File: src/rtl/pupil_pkg.sv
// Shared types and constants for the pupil locator and its neighbours in the
// pixel pipeline (window bounds are shared with the gray-conversion stage).
package pupil_pkg;

    localparam int CNT_W         = 26;
    localparam int SUM_W         = 39;
    localparam int COORD_W       = 13;
    localparam int GRAY_W        = 10;

    localparam int WIN_H_MIN     = 256;
    localparam int WIN_H_MAX     = 640;
    localparam int DEF_MIN_COUNT = 64;

    typedef enum logic [2:0] {
        ST_IDLE    = 3'd0,
        ST_ACCUM   = 3'd1,
        ST_DIV_X   = 3'd2,
        ST_DIV_Y   = 3'd3,
        ST_PUBLISH = 3'd4
    } state_e;

    // Truncating average of two coordinates using one extra bit of headroom.
    function automatic logic [COORD_W-1:0] coord_avg(input logic [COORD_W-1:0] a,
                                                     input logic [COORD_W-1:0] b);
        logic [COORD_W:0] s;
        s = {1'b0, a} + {1'b0, b};
        return s[COORD_W:1];
    endfunction

endpackage

File: src/rtl/pupil_serial_div.sv
// Restoring serial divider: one quotient bit per clock, always DIVIDEND_W
// steps from start to done. The first step is taken on the start edge itself,
// so done is visible DIVIDEND_W cycles after start.
module pupil_serial_div
    import pupil_pkg::*;
#(
    parameter int DIVIDEND_W = SUM_W,
    parameter int DIVISOR_W  = CNT_W,
    parameter int QUO_W      = COORD_W
) (
    input  logic                  clk_i,
    input  logic                  rst_ni,
    input  logic                  start_i,
    input  logic [DIVIDEND_W-1:0] dividend_i,
    input  logic [DIVISOR_W-1:0]  divisor_i,
    output logic                  done_o,
    output logic [QUO_W-1:0]      quotient_o
);

    localparam int STEP_W = $clog2(DIVIDEND_W + 1);
    localparam logic [STEP_W-1:0] LAST_STEPS = STEP_W'(DIVIDEND_W - 1);

    logic                  busy_q;
    logic                  done_q;
    logic [STEP_W-1:0]     steps_q;
    logic [DIVISOR_W-1:0]  rem_q, rem_d, dsr_q, src_rem, src_dsr, diff;
    logic [DIVIDEND_W-1:0] quo_q, quo_d, src_quo;
    logic [DIVISOR_W:0]    shifted;

    // One restoring step; on start the operands come straight from the ports.
    always_comb begin
        src_rem = start_i ? '0 : rem_q;
        src_quo = start_i ? dividend_i : quo_q;
        src_dsr = start_i ? divisor_i : dsr_q;
        shifted = {src_rem, src_quo[DIVIDEND_W-1]};
        diff    = shifted[DIVISOR_W-1:0] - src_dsr;
        rem_d   = shifted[DIVISOR_W-1:0];
        quo_d   = {src_quo[DIVIDEND_W-2:0], 1'b0};
        if (shifted >= {1'b0, src_dsr}) begin
            rem_d    = diff;
            quo_d[0] = 1'b1;
        end
    end

    // Step sequencing; done stays high until the next start.
    always_ff @(posedge clk_i or negedge rst_ni) begin
        if (!rst_ni) begin
            busy_q  <= 1'b0;
            done_q  <= 1'b0;
            steps_q <= '0;
            rem_q   <= '0;
            quo_q   <= '0;
            dsr_q   <= '0;
        end else if (start_i) begin
            busy_q  <= 1'b1;
            done_q  <= 1'b0;
            steps_q <= LAST_STEPS;
            rem_q   <= rem_d;
            quo_q   <= quo_d;
            dsr_q   <= divisor_i;
        end else if (busy_q) begin
            rem_q   <= rem_d;
            quo_q   <= quo_d;
            steps_q <= steps_q - STEP_W'(1);
            if (steps_q == STEP_W'(1)) begin
                busy_q <= 1'b0;
                done_q <= 1'b1;
            end
        end
    end

    assign done_o     = done_q;
    assign quotient_o = quo_q[QUO_W-1:0];

endmodule

File: src/rtl/pupil_locator.sv
// Dark-region centroid finder: thresholds pixels inside the horizontal window,
// accumulates count and coordinate sums per frame, divides at frame end and
// publishes the centroid with a one-cycle strobe.
// Optional build macro PUPIL_SMOOTH_EN averages each new detection with the
// previous published centroid.
module pupil_locator
    import pupil_pkg::*;
#(
    parameter int H_MIN     = WIN_H_MIN,
    parameter int H_MAX     = WIN_H_MAX,
    parameter int MIN_COUNT = DEF_MIN_COUNT
) (
    input  logic               iCLK,
    input  logic               iRST,
    input  logic               iFVAL,
    input  logic               iDVAL,
    input  logic [GRAY_W-1:0]  iGRAY,
    input  logic [COORD_W-1:0] iH_Cont,
    input  logic [COORD_W-1:0] iV_Cont,
    input  logic [GRAY_W-1:0]  iTHRESH,
    output logic [COORD_W-1:0] oCX,
    output logic [COORD_W-1:0] oCY,
    output logic               oFOUND,
    output logic               oVALID,
    output logic               oBUSY
);

    localparam logic [2:0] S_IDLE    = ST_IDLE;
    localparam logic [2:0] S_ACCUM   = ST_ACCUM;
    localparam logic [2:0] S_DIV_X   = ST_DIV_X;
    localparam logic [2:0] S_DIV_Y   = ST_DIV_Y;
    localparam logic [2:0] S_PUBLISH = ST_PUBLISH;

    localparam logic [COORD_W-1:0] H_LO    = COORD_W'(H_MIN);
    localparam logic [COORD_W-1:0] H_HI    = COORD_W'(H_MAX);
    localparam logic [CNT_W-1:0]   CNT_MIN = CNT_W'(MIN_COUNT);

    logic [2:0]         state_q, state_d;
    logic               fval_q;
    logic               rise;
    logic [CNT_W-1:0]   cnt_q, cnt_d;
    logic [SUM_W-1:0]   sumx_q, sumx_d, sumy_q, sumy_d;
    logic [GRAY_W-1:0]  thr_q, thr_d;
    logic [COORD_W-1:0] qx_q, qx_d, cx_q, cx_d, cy_q, cy_d;
    logic               found_q, found_d, valid_q, valid_d;
    logic               pix_hit, div_start, div_done;
    logic [SUM_W-1:0]   div_dividend;
    logic [COORD_W-1:0] div_quo;
`ifdef PUPIL_SMOOTH_EN
    logic               seen_q, seen_d;
`endif

    assign rise    = iFVAL & ~fval_q;
    assign pix_hit = iFVAL && iDVAL && (iH_Cont > H_LO) && (iH_Cont < H_HI)
                     && (iGRAY < thr_q);

    // X is divided first, so the dividend switches to Y once DIV_X completes.
    assign div_dividend = (state_q == S_DIV_X) ? sumy_q : sumx_q;

    pupil_serial_div #(
        .DIVIDEND_W (SUM_W),
        .DIVISOR_W  (CNT_W),
        .QUO_W      (COORD_W)
    ) u_div (
        .clk_i      (iCLK),
        .rst_ni     (iRST),
        .start_i    (div_start),
        .dividend_i (div_dividend),
        .divisor_i  (cnt_q),
        .done_o     (div_done),
        .quotient_o (div_quo)
    );

    // Frame sequencing, accumulation and result publication.
    always_comb begin
        state_d   = state_q;
        cnt_d     = cnt_q;
        sumx_d    = sumx_q;
        sumy_d    = sumy_q;
        thr_d     = thr_q;
        qx_d      = qx_q;
        cx_d      = cx_q;
        cy_d      = cy_q;
        found_d   = found_q;
        valid_d   = 1'b0;
        div_start = 1'b0;
`ifdef PUPIL_SMOOTH_EN
        seen_d    = seen_q;
`endif
        case (state_q)
            S_IDLE: begin
                if (rise) begin
                    cnt_d   = '0;
                    sumx_d  = '0;
                    sumy_d  = '0;
                    thr_d   = iTHRESH;
                    state_d = S_ACCUM;
                end
            end
            S_ACCUM: begin
                if (!iFVAL) begin
                    if (cnt_q >= CNT_MIN) begin
                        div_start = 1'b1;
                        state_d   = S_DIV_X;
                    end else begin
                        found_d = 1'b0;
                        valid_d = 1'b1;
                        state_d = S_PUBLISH;
                    end
                end else if (pix_hit) begin
                    cnt_d  = cnt_q + CNT_W'(1);
                    sumx_d = sumx_q + SUM_W'(iH_Cont);
                    sumy_d = sumy_q + SUM_W'(iV_Cont);
                end
            end
            S_DIV_X: begin
                if (div_done) begin
                    qx_d      = div_quo;
                    div_start = 1'b1;
                    state_d   = S_DIV_Y;
                end
            end
            S_DIV_Y: begin
                if (div_done) begin
`ifdef PUPIL_SMOOTH_EN
                    if (seen_q) begin
                        cx_d = coord_avg(cx_q, qx_q);
                        cy_d = coord_avg(cy_q, div_quo);
                    end else begin
                        cx_d = qx_q;
                        cy_d = div_quo;
                    end
                    seen_d = 1'b1;
`else
                    cx_d = qx_q;
                    cy_d = div_quo;
`endif
                    found_d = 1'b1;
                    valid_d = 1'b1;
                    state_d = S_PUBLISH;
                end
            end
            S_PUBLISH: state_d = S_IDLE;
            default:   state_d = S_IDLE;
        endcase
    end

    // State and datapath registers; reset aborts any frame or divide in flight.
    always_ff @(posedge iCLK or negedge iRST) begin
        if (!iRST) begin
            state_q <= S_IDLE;
            fval_q  <= 1'b0;
            cnt_q   <= '0;
            sumx_q  <= '0;
            sumy_q  <= '0;
            thr_q   <= '0;
            qx_q    <= '0;
            cx_q    <= '0;
            cy_q    <= '0;
            found_q <= 1'b0;
            valid_q <= 1'b0;
        end else begin
            state_q <= state_d;
            fval_q  <= iFVAL;
            cnt_q   <= cnt_d;
            sumx_q  <= sumx_d;
            sumy_q  <= sumy_d;
            thr_q   <= thr_d;
            qx_q    <= qx_d;
            cx_q    <= cx_d;
            cy_q    <= cy_d;
            found_q <= found_d;
            valid_q <= valid_d;
        end
    end

`ifdef PUPIL_SMOOTH_EN
    // Remembers whether a detection has been published since reset.
    always_ff @(posedge iCLK or negedge iRST) begin
        if (!iRST) begin
            seen_q <= 1'b0;
        end else begin
            seen_q <= seen_d;
        end
    end
`endif

    assign oCX    = cx_q;
    assign oCY    = cy_q;
    assign oFOUND = found_q;
    assign oVALID = valid_q;
    assign oBUSY  = (state_q != S_IDLE);

endmodule

File: config.mk
export PLATFORM = sky130hd
export DESIGN_NAME = pupil_locator
export DESIGN_NICKNAME = d
export VERILOG_FILES = /design/src/rtl/pupil_pkg.sv /design/src/rtl/pupil_serial_div.sv /design/src/rtl/pupil_locator.sv
export SDC_FILE = /design/constraint.sdc
export NUM_CORES = 1
export LEC_CHECK = 0
export ABC_AREA = 1
export ABC_CLOCK_PERIOD_IN_PS = 5100
export CAP_MARGIN = 20
export CORE_MARGIN = 3
export CORE_UTILIZATION = 62
export CTS_CLUSTER_DIAMETER = 50
export DETAILED_ROUTE_END_ITERATION = 7
export HOLD_SLACK_MARGIN = 0.08
export PLACE_DENSITY = 0.81
export SKIP_CTS_REPAIR_TIMING = 1
export SYNTH_ARGS = -nofsm -noshare
export SYNTH_HDL_FRONTEND = slang
export SYNTH_SLANG_ARGS = --single-unit
File: constraint.sdc
create_clock -name iCLK -period 5.1 [get_ports iCLK]
set_clock_uncertainty 0.2 [all_clocks]
set_input_delay 0.51 -clock iCLK [delete_from_list [all_inputs] [get_ports iCLK]]
set_output_delay 0.51 -clock iCLK [all_outputs]
set_load 0.01 [all_outputs]
-- Yosys cells after proc, flatten, opt, wreduce, memory -nomap -nowiden
Cells that the tools add are included.
- register bits: 258
- input port bits: 50
- output and inout bits: 29
- add/subtract/negate cells: 5
- $lt $le $gt $ge: 5
- eq/ne operators: 11
- multiplexer cells: 46
- bitwise operators: 2
- reduce and logical (&&, ||, !) cells: 17
- operator list (operator ; number):
    39-bit 2-to-1 mux ; 9
    26-bit 2-to-1 mux ; 8
    39-bit one-hot mux with 2 select lines ; 2
    39-bit by 13-bit adder with 39-bit output ; 2
    26-bit one-hot mux with 2 select lines ; 1
    27-bit by 26-bit >= comparator with 1-bit output ; 1
    26-bit by 1-bit adder with 26-bit output, second input constant ; 1
    26-bit by 7-bit >= comparator with 1-bit output, second input constant ; 1
    26-bit subtractor ; 1
    1-bit 2-to-1 mux ; 15
    3-bit 2-to-1 mux ; 5
    13-bit by 9-bit greater-than comparator with 1-bit output, second input constant ; 1
    13-bit by 10-bit < comparator with 1-bit output, second input constant ; 1
    6-bit 2-to-1 mux ; 2
    3-bit one-hot mux with 4 select lines ; 1
    4-bit AND reduction ; 3
    10-bit < comparator ; 1
    2-bit inequality test, second input constant ; 5
    2-bit AND reduction ; 4
    2-bit nonzero test ; 4
    3-bit by 2-bit equality test with 1-bit output, second input constant ; 2
    6-bit by 1-bit equality test with 1-bit output, second input constant ; 1
    1-bit one-hot mux with 2 select lines ; 3
    6-bit by 1-bit subtractor with 6-bit output, second input constant ; 1
    other kinds (7) ; 11

-- Logic depth before layout (Yosys ltp)
- depth in word-level cells: 9
- mapped depth: 31
- depth with buffers taken out: 27

-- By module
From an unflattened synthesis, not the netlist that was laid out.
- cells, all modules: 2548
- area, all modules: 17634.4 um^2
- by module, submodules not included (module ; times used ; cells an instance ; area each (um^2) ; seq. area each (um^2)):
    pupil_locator ; 1 ; 1678 ; 11182.0 ; 3978.8
    pupil_serial_div ; 1 ; 870 ; 6452.4 ; 2477.4

-- Worst setup path after synthesis
Ideal clock, no wire load.
- path type: reg2reg
- from: register cnt_q[11]
- to: register u_div.rem_q[0]
- library setup time: 129 ps
- data arrival time: 3353 ps
- slack: 1418 ps
- stages on the path, launching flop included: 30
- path buffers: 4
- clock period less this slack: 3682 ps
- path through: dfrtp_1 buf_6 nor2_2 nand2_1 nor2_1 nand3_2 nand2_4 nand2_4 inv_2 clkbuf_1 buf_1 nand2_1 o21ai_0 ha_1 inv_1 a21oi_1 nor2_1 nor2_1 nor2_1 nand3_1 nand2_2 nand2_1 nand2_2 nand2_1 nand2_2 nand2_4 buf_2 nand4_1 nand3_1 o21ai_1
- cells in the longest elaborated chain, start to end: 9
- elaborated cells on any way between the ends: 13
- those cells by class: 1 x add/sub; 2 x order compare; 9 x mux; 1 x reduce/logical
- ends and longest elaborated chain (item ; line ; text):
    start: declaration ; pupil_locator.sv:41 ; logic [CNT_W-1:0] cnt_q, cnt_d;
    start signal: assignment ; pupil_locator.sv:165 ; cnt_q <= cnt_d;
    26-bit by 7-bit >= comparator with 1-bit output * ; pupil_locator.sv:102 ; if (cnt_q >= CNT_MIN) begin
    1-bit 2-to-1 mux * ; pupil_locator.sv:102 ;
    1-bit 2-to-1 mux * ; pupil_locator.sv:101 ; if (!iFVAL) begin
    1-bit one-hot mux with 2 select lines * ; pupil_locator.sv:90 ; case (state_q)
    26-bit 2-to-1 mux * ; pupil_serial_div.sv:34 ; src_dsr = start_i ? divisor_i : dsr_q;
    named net u_div.src_dsr[0] ; pupil_serial_div.sv:26 ; logic [DIVISOR_W-1:0] rem_q, rem_d, dsr_q, src_rem, src_dsr, diff;
    26-bit subtractor or 27-bit by 26-bit >= comparator with 1-bit output (tied branches) ; pupil_serial_div.sv:36, pupil_serial_div.sv:39 ;
    26-bit 2-to-1 mux * ; pupil_serial_div.sv:39 ; if (shifted >= {1'b0, src_dsr}) begin
    26-bit 2-to-1 mux ; pupil_serial_div.sv:61 ; end else if (busy_q) begin
    26-bit 2-to-1 mux * ; pupil_serial_div.sv:54 ; end else if (start_i) begin
    end signal: assignment ; pupil_serial_div.sv:58 ; rem_q <= rem_d;
    end signal: assignment ; pupil_serial_div.sv:62 ; rem_q <= rem_d;
    end: declaration ; pupil_serial_div.sv:26 ;
The timed path passes the listed nets; every way through them passes the cells marked *. The select of a mux whose other input is x is not followed.
A chain may end at the register's enable or synchronous reset.

-- Worst setup path in the final report
- from: register cnt_q[13]
- to: register u_div.rem_q[23]
- cells in the longest elaborated chain, start to end: 9
- elaborated cells on any way between the ends: 13
- those cells by class: 1 x add/sub; 2 x order compare; 9 x mux; 1 x reduce/logical
- ends and longest elaborated chain (item ; line ; text):
    26-bit by 7-bit >= comparator with 1-bit output ; pupil_locator.sv:102 ;
    1-bit 2-to-1 mux ; pupil_locator.sv:102 ;
    1-bit 2-to-1 mux ; pupil_locator.sv:101 ;
    1-bit one-hot mux with 2 select lines ; pupil_locator.sv:90 ;
    39-bit 2-to-1 mux (tied with other cells) ; pupil_serial_div.sv:33 ; src_quo = start_i ? dividend_i : quo_q;
    26-bit subtractor or 27-bit by 26-bit >= comparator with 1-bit output (tied branches) ; pupil_serial_div.sv:36, pupil_serial_div.sv:39 ;
    26-bit 2-to-1 mux ; pupil_serial_div.sv:39 ;
    26-bit 2-to-1 mux ; pupil_serial_div.sv:61 ;
    26-bit 2-to-1 mux ; pupil_serial_div.sv:54 ;
Several ways; a longest one is shown, not always the timed one. The select of a mux whose other input is x is not followed.

==> results by group <==
Logic synthesis
  – Simple-Gate Fraction of Synth Area: 30.7%
  – Syn_area_per_cell: a little over 7 um^2
  – Netlist cell types: 53
  – Area of the mapped netlist: around 17000 um^2
  – Ys Warns: 0
  – Syn Inst Count: ~2400
  – Adder-cell share of the synthesized area: 4.86%
  – Mux contribution to synthesized area: 0.863%
  – Yosys reg bits: 258
  – Synth Area in XOR/XNOR: 2.69%
  – Largest family of logic cells by synthesized area: simple AND/OR/NAND/NOR gates
  – Compound-Gate Fraction of Synth Area: 13.6%
  – Seq/Total Area, Yosys: a little under two fifths
  – Post-synth net total: 2482

Global route
  – Vias in the first global route: between 15000 and 20000
  – Largest net degree at the start of global routing: 148
  – GRT Total Usage: 36.2%
  – Global-route wire length before repair: 84.8 mm
  – Remaining Overflow, GRT: 0
  – Initial antenna violation count: 3

Timing
  – Fin Setup TNS: 0 ns
  – Final Hold Vio Count: 0
  – Final worst slack: 0.443 ns
  – Slew of the pin with the lowest slew margin: between 0.9 and 1 ns
  – Post-layout min period: 4.66 ns
  – Peak Freq: around 210 MHz
  – Final setup violation count: 0
  – Max-Slew Margin vs Limit: approximately 38%
  – Setup repair after global routing missed its margin: false
  – Final Slew Violations: 0
  – Final period util: 91.3%
  – Hold WS: roughly 0.26 ns

Floorplan
  – Starting Density: 64.0%
  – Die extent in y: 171 um
  – Core Rows: 59
  – I/O pin cnt: 79
  – Die area: roughly 29000 um^2
  – Area of the core: 26500 um^2
  – Die width: 171 um

Setup path
  – Critical path cell sequence: nor2_1 > nand2_1 > nor2_1 > nand3_2 > nand2_4 > nand2_4 > buf_4 > nand2_1 > o21ai_0 > ha_1 > nand2_1 > nor3_1 > inv_1 > nor2_1 > inv_1 > nor2_1 > nand4_4 > nand3_4 > nand2_1 > nand2_1 > nand2_1 > nand2_1
  – Setup crit start kind: flip-flop
  – CP Class: reg -> reg
  – Worst setup EP type: flip-flop
  – CP dominant cell by count: nand2_1
  – CP max-delay cell: dfrtp_1
  – Worst EP arrival: 4.90 ns
  – Critical Path Fanout Max: 31
  – Worst R2R Path Depth: 22
  – Slowest Stage Delay on Critical Path: 0.46 ns
  – CP required: 5.34 ns

Placed design
  – Worst slack at placement: 0.358 ns
  – Final HPWL DP: 39.2 mm
  – Gpl congestion: slightly below 1
  – Count of input and output buffers: 78

Detailed routing
  – WL/cell: 19.0 um
  – Post-route ant nets: 0
  – DRT iter0 DRCs: 2100
  – Total number of vias: 17100
  – Drt pass-1 iters: 5
  – Via density: 6.14
  – Total DRC errors in the routed layout: 0
  – Routed wire length: 52.9 mm

Clock network
  – CTS buffer count: 34
  – CTS tree: done
  – Max clock buf depth: 3
  – Clk sinks: 258
  – Worst-Skew Late Latency: 0.52 ns
  – Root Buffer: clkbuf_16
  – Worst-path clk slew: roughly 0.060 ns
  – H-tree depth: 2

Power
  – P per Cell Area: 683 nW/um^2
  – Standby leakage power: approximately 8.8 nW
  – Worst vdd ir: approximately 370 uV

Finish
  – Most frequent cells in the layout: nand2_1 (597), inv_1 (317), dfrtp_1 (258)
  – Nets@finish: roughly 2500
  – Fraction of layout cells with a size suffix above 1: 5.89%
  – P&R area growth vs syn: 12.8%
  – Most common cell after layout, fill and taps aside: nand2_1
  – Fin util: 72.2%

Run status
  – Run status: finished clean

Flow run
  – Max Cap Violations: 0

Hold path
  – Worst hold path depth: 1
  – HP Class: reg -> reg
==> flip-flops by register name, summed over array words and instances (netlist names) <==
signal and flops:
sumx_q 39, sumy_q 39, u_div.quo_q 39, cnt_q 26, u_div.dsr_q 26, u_div.rem_q 26
oCX 13, oCY 13, qx_q 13, thr_q 10, u_div.steps_q 6, state_q 3
fval_q 1, oFOUND 1, oVALID 1, u_div.busy_q 1, u_div.done_o 1
==> report_power, final <==
| part | switching, mW | leakage [nW] | internal, mW | total (mW) |
|---|---|---|---|---|
| Combinational | 5.10 | 4.94 | 2.36 | 7.46 |
| Sequential | 0.477 | 3.37 | 2.76 | 3.24 |
| Clock | 0.973 | 0.532 | 1.39 | 2.36 |
| Total | 6.55 | 8.85 | 6.51 | 13.1 |
==> Yosys cell counts, drive strengths merged <==
| library cell | instances | share of area (%) |
|---|---|---|
| a22o | 1 | 0.052 |
| ha | 61 | 4.5 |
| a31oi | 7 | 0.26 |
| buf | 20 | 0.79 |
| nand3b | 1 | 0.044 |
| and2 | 6 | 0.22 |
| a21o | 2 | 0.089 |
| o21ai | 179 | 5.3 |
| nor3b | 3 | 0.13 |
| nor2 | 205 | 4.7 |
| xor2 | 35 | 1.8 |
| nand2 | 609 | 14 |
| a221oi | 2 | 0.10 |
| a2111oi | 1 | 0.052 |
| nor3 | 69 | 2.1 |
| o22ai | 2 | 0.074 |
| and3 | 6 | 0.22 |
| clkbuf | 64 | 1.4 |
| a21oi | 88 | 2.7 |
| inv | 320 | 7.1 |
| o311ai | 4 | 0.21 |
| a21boi | 1 | 0.044 |
| nand4 | 59 | 2.3 |
| o41ai | 3 | 0.15 |
| o21a | 11 | 0.49 |
| xnor2 | 17 | 0.88 |
| o211ai | 28 | 1.2 |
| o31ai | 46 | 2.0 |
| fa | 3 | 0.35 |
| o221ai | 10 | 0.52 |
| o21bai | 5 | 0.22 |
| nor4 | 17 | 0.63 |
| mux2 | 13 | 0.86 |
| dfrtp | 258 | 38 |
| or2 | 18 | 0.66 |
| nor4b | 1 | 0.052 |
| a211oi | 2 | 0.089 |
| nand3 | 191 | 6.0 |
==> cell type report <==
cell class | instances | area [um^2]
Sequential cell | 258 | 6460
Tap cell | 335 | 419
Timing Repair Buffer | 102 | 981
Antenna cell | 1 | 2.50
Multi-Input combinational cell | 1706 | 8960
Inverter | 320 | 1200
Clock buffer | 40 | 893
Clock inverter | 19 | 221
Fill cell | 2134 | 7370
==> worst max-delay path, delay by kind of cell, from the launching register on <==
kind,cells,cell delay [ns]
AO/OA/AOI/OAI,1,0.12
adder cells (fa/ha/maj),1,0.41
buffers and inverters,3,0.41
flip-flops,1,0.46
AND/OR/NAND/NOR,17,2.95
==> layer usage <==
metal  up-vias  track usage [%]  wire length, um  part of all wire, %
met5         -                0               25                0.047
met4         4             10.6             1640                  3.1
met3       151             6.21             5070                  9.6
met2       927             56.7            23600                   45
met1      8070             52.2            22600                   43
li1       7918                -                -                    -
==> path summary, 6_finish.rpt <==
kind                       slack, ns              end       from
min                             0.26         cnt_q[2]   cnt_q[2]
max                             0.44  u_div.rem_q[23]  cnt_q[13]
max reg2reg                     0.44  u_div.rem_q[23]  cnt_q[13]
min reg2reg                     0.26         cnt_q[2]   cnt_q[2]
min in group asynchronous       0.27           oCX[8]       iRST
max in group asynchronous       3.21       sumx_q[17]       iRST
==> kinds of logic (layout without fill, tap and decap cells) <==
logic type / count (synthesis) / in the layout
other cells: 0 / 1
mux: 13 / 13
compound gates: 392 / 392
simple gates: 1185 / 1185
flops: 258 / 258
buf+inv: 404 / 481
xor+xnor: 52 / 52
fa+ha+maj: 64 / 64
==> metrics by stage <==
step                      power [mW]  std cells  cell area (um^2)
final                           13.1       2781             19100
after global routing            14.1       2781             19100
after CTS                       12.9       2779             19100
after detailed placement        10.5       2720             18000
after global placement          10.3       2720             18000
after floorplan                 8.30       2368             17000
No activity file was read; power rests on OpenSTA's default activity.
